===== src/rtl/mux_rr_arbiter.sv =====
// Round-robin owner of a shared 4:1 data mux with a bounded burst per grant.
// o follows the registered select; hand-off between owners has no idle bubble.
module mux_rr_arbiter #(
    parameter int WIDTH     = 4,
    parameter int SWIDTH    = 2,
    parameter int MAX_BURST = 4
) (
    input  logic              clk,
    input  logic              rst_n,
    input  logic [3:0]        req,
    input  logic [WIDTH-1:0]  i0,
    input  logic [WIDTH-1:0]  i1,
    input  logic [WIDTH-1:0]  i2,
    input  logic [WIDTH-1:0]  i3,
    input  logic              o_ready,
    output logic [WIDTH-1:0]  o,
    output logic              o_valid,
    output logic [SWIDTH-1:0] sel,
    output logic [3:0]        gnt
);

    localparam int CW = $clog2(MAX_BURST) + 1;
    localparam logic [CW-1:0] CNT_LAST = CW'(MAX_BURST - 1);

    typedef enum logic {IDLE, GRANT} state_t;

    state_t        state;
    logic [1:0]    owner;
    logic [1:0]    last;
    logic [CW-1:0] cnt;

    logic          xfer;
    logic          release_now;
    logic [2:0]    idle_pick;
    logic [2:0]    next_pick;

    // Returns {found, index}: first set bit searched from one past 'from',
    // so 'from' itself is considered last.
    function automatic logic [2:0] rr_pick(input logic [3:0] r, input logic [1:0] from);
        logic [2:0] res;
        logic [1:0] k;
        res = 3'b000;
        for (int j = 4; j >= 1; j--) begin
            k = from + 2'(j);
            if (r[k]) res = {1'b1, k};
        end
        return res;
    endfunction

    assign sel     = owner;
    assign o_valid = (state == GRANT) && req[owner];
    assign xfer    = o_valid && o_ready;

    // Under an early drop req[owner] is already 0, so the raw req serves as
    // the masked request vector in both release cases.
    assign release_now = (state == GRANT) &&
                         (!req[owner] || (xfer && (cnt == CNT_LAST)));
    assign idle_pick   = rr_pick(req, last);
    assign next_pick   = rr_pick(req, owner);

    always_comb begin
        o = i0;
        case (sel)
            2'd0:    o = i0;
            2'd1:    o = i1;
            2'd2:    o = i2;
            default: o = i3;
        endcase
    end

    always_ff @(posedge clk) begin
        if (!rst_n) begin
            state <= IDLE;
            gnt   <= 4'b0000;
            owner <= 2'd0;
            cnt   <= '0;
            last  <= 2'd3;
        end else begin
            case (state)
                IDLE: begin
                    if (idle_pick[2]) begin
                        state <= GRANT;
                        owner <= idle_pick[1:0];
                        gnt   <= 4'b0001 << idle_pick[1:0];
                        cnt   <= '0;
                    end
                end
                default: begin
                    if (release_now) begin
                        last <= owner;
                        if (next_pick[2]) begin
                            owner <= next_pick[1:0];
                            gnt   <= 4'b0001 << next_pick[1:0];
                            cnt   <= '0;
                        end else begin
                            state <= IDLE;
                            gnt   <= 4'b0000;
                        end
                    end else if (xfer) begin
                        cnt <= cnt + CW'(1);
                    end
                end
            endcase
        end
    end

endmodule


===== config.mk =====
export PLATFORM = sky130hd
export DESIGN_NAME = mux_rr_arbiter
export DESIGN_NICKNAME = d
export VERILOG_FILES = /design/src/rtl/mux_rr_arbiter.sv
export SDC_FILE = /design/constraint.sdc
export NUM_CORES = 1
export LEC_CHECK = 0
export CELL_PAD_IN_SITES_DETAIL_PLACEMENT = 1
export CELL_PAD_IN_SITES_GLOBAL_PLACEMENT = 1
export CORE_UTILIZATION = 33
export CTS_CLUSTER_DIAMETER = 200
export CTS_CLUSTER_SIZE = 8
export DETAILED_ROUTE_END_ITERATION = 12
export GPL_ROUTABILITY_DRIVEN = 0
export PLACE_DENSITY = 0.91
export SLEW_MARGIN = 20
export SYNTH_ARGS = -nofsm -noshare
export SYNTH_HDL_FRONTEND = slang
export SYNTH_SLANG_ARGS = --single-unit
export TNS_END_PERCENT = 1

===== constraint.sdc =====
create_clock -name clk -period 2.7 [get_ports clk]
set_input_delay 0.27 -clock clk [delete_from_list [all_inputs] [get_ports clk]]
set_output_delay 0.27 -clock clk [all_outputs]
set_load 0.05 [all_outputs]

==> run metrics <==
outcome=complete, no violations; Rel. slew slack=65.7%; Port Buffer Count=33; row count=20; fin crit share=95.1%; XOR/XNOR Fraction of Synth Area=0%; LEAKAGE=0.562 nW; main combinational cell family by area after synthesis=compound AO/OA/AOI/OAI gates; reg2reg start=sel[1]$_SDFFE_PN0P_; min Tclk post-route=2.57 ns; M1 GR Usage=21.6%; nets=194; core area=3080 sq um; global-route wire length before repair=5260 um; Antenna diodes=0; initial drt markers=37; Worst Path Required=2.43 ns; synthesized area=1070 sq um; pin count of the biggest net entering global routing=15; setup slack, reg-to-reg=0.33 ns; H-tree depth=1; DRC=0; CP Capture Point=o[0]; critical path arrival=2.30 ns; Chip Width=59 um; Peak VDD IR=0.247 mV; Synth cell types=38; compound-gate portion of the synthesized area=27.9%; Longest Clk Path Bufs=2; M2 GR Usage=39.8%; detailed placement HPWL=2570 um; mux cell area share after synthesis=13.0%; commonest non-fill, non-tap cell in the layout=clkdlybuf4s50_1; vias in the first global route=1192; vias per inst=5.56; RSZ-0062 raised after global routing=false; DR vias=1151; met3 Use GR=4.37%; Pins Over Slew Limit=0; worst reg2reg endpoint=gnt[1]$_SDFFE_PN0P_; layout cells sized above 1=9.82%; total power=0.802 mW; adder-cell area share of the yosys netlist=7.00%; simple-gate share of the synthesized area=21.9%; Worst-Margin Slew=0.513 ns; Root Buffer=clkbuf_4; CTS Buf Count=3; Initial Util=34.8%; final hold violations=0; CP endpoint kind=output port; Cells after Synth=133; CTS Sinks=12; Max-cap violations=0; grt peak-use layer=met2; Die Ht=59 um; DR pass1 iterations=4; antenna-violating nets left=0; synthesis warning total=0; register area share after synthesis=22.4%; Hold Path Class=reg2reg; R2R cell count=7; commonest non-fill, non-tap cells in the layout=clkdlybuf4s50_1, nand2_1, dfxtp_1; FMAX=390 MHz; flops & latches, synth=12; CTS tree=built; final number of setup-violating endpoints=0; maximum fanout along the worst path=5; Worst Skew=0.000560 ns; IO Pins=34; Clk pin slew, worst setup/hold paths=0.07 ns; setup TNS after final layout=0 ns; Crit. Startpoint=sel[1]$_SDFFE_PN0P_; dpl cells=204; post-CTS setup buffers=0; gr usage total=20.1%; die area=3480 sq um; syn nets=162; critical path class=reg2out; Placed Area=1440 sq um; post-detailed-route wirelength per cell=15.9 um; Post-Layout Inst Area=1460 sq um; clk_lat worst skew=0.27 ns; hold_ws=0.452 ns; initial antenna violation count=0; Final Instance Count excl. Fillers=207; total grt overflow=0; CP Launch Type=flop; synthesized area per cell=8.06 sq um; P&R area growth vs syn=36.5%; Routed WL=3280 um; PD cells=548 nW/um^2
state kept, by name, summed over array words and instances (netlist names):
name	flops
gnt	4
last	2
state	1
sel	2
cnt	3
critical path, cell delays in order (launching register included):
cell,delay (ns)
dfxtp_1,0.40
inv_1,0.12
ha_1,0.25
a222oi_1,0.41
mux2i_1,0.13
clkdlybuf4s50_1,0.72
metrics by stage:
stage,util (%),setup slack (ns)
2_1_floorplan,-,0.0119
3_3_place_gp,46.7,0.332
3_5_place_dp,46.7,0.290
4_1_cts,47.5,0.0928
5_1_grt,47.6,0.0174
6_report,47.6,0.133
layer usage:
layer / wire length, um / part of all wire [%]
met1: 1400 / 43
met2: 1670 / 51
met3: 204 / 6.2
met4: 9 / 0.27
met5: 0 / 0
report_power, final:
part | leakage, nW | internal [mW] | switching (mW)
Combinational | 0.450 | 0.194 | 0.285
Sequential | 0.0986 | 0.196 | 0.0160
Clock | 0.0138 | 0.0516 | 0.0586
Total | 0.562 | 0.442 | 0.360
worst min-delay path by stage:
stage                     cells past startpoint           startpoint                   to  slack [ns]
after global routing                          2  cnt[2]$_SDFFE_PN0P_  cnt[2]$_SDFFE_PN0P_        0.48
after detailed placement                      2  cnt[1]$_SDFFE_PN0P_  cnt[1]$_SDFFE_PN0P_        0.46
after global placement                        2  cnt[2]$_SDFFE_PN0P_  cnt[2]$_SDFFE_PN0P_        0.44
final                                         2  cnt[2]$_SDFFE_PN0P_  cnt[2]$_SDFFE_PN0P_        0.45
after CTS                                     2  cnt[2]$_SDFFE_PN0P_  cnt[2]$_SDFFE_PN0P_        0.46
after floorplan                               2  cnt[2]$_SDFFE_PN0P_  cnt[2]$_SDFFE_PN0P_        0.43
repair_timing:
item | 4_1_cts | 5_1_grt
resized for setup | 0 | 1
hold buffers | 0 | 0
setup endpoints to repair | 0 | 1
final cells by class:
cell class	instances	area, sq um
Fill cell	390	1610
Multi-Input combinational cell	101	748
Timing Repair Buffer	37	360
Sequential cell	12	240
Tap cell	44	55.1
Inverter	10	37.5
Clock buffer	3	22.5
logic make-up after synthesis:
kind of cell             Yosys count
AO/OA/AOI/OAI                     39
adder cells (fa/ha/maj)            6
buffers and inverters             20
flip-flops                        12
multiplexers                      11
AND/OR/NAND/NOR                   45
synth_stat cells:
cell	n	area [sq um]
a211o_1	2	17.5
a21boi_0	1	7.51
a21boi_1	4	30.0
a21boi_4	1	18.8
a21o_1	1	7.51
a21oi_1	4	20.0
a221oi_1	3	26.3
a222oi_1	4	40.0
a22oi_1	1	7.51
a2bb2oi_1	1	8.76
a31oi_1	1	6.26
a32oi_1	2	17.5
and2_1	1	6.26
and3_1	2	12.5
buf_2	7	35.0
clkbuf_1	3	11.3
dfxtp_1	12	240
ha_1	6	75.1
inv_1	10	37.5
mux2_2	3	33.8
mux2i_1	6	60.1
mux4_2	2	45.0
nand2_1	13	48.8
nand2b_1	7	43.8
nand3_1	5	25.0
nand4_1	1	6.26
nor2_1	4	15.0
nor2b_1	3	18.8
nor4_1	1	6.26
o2111ai_1	1	8.76
o211ai_1	2	15.0
o211ai_2	1	12.5
o21ai_0	6	30.0
o21ai_1	2	10.0
o21ai_2	1	8.76
o22ai_1	1	6.26
or3_1	6	37.5
or4_1	2	15.0
No activity file was read; power rests on OpenSTA's default activity.
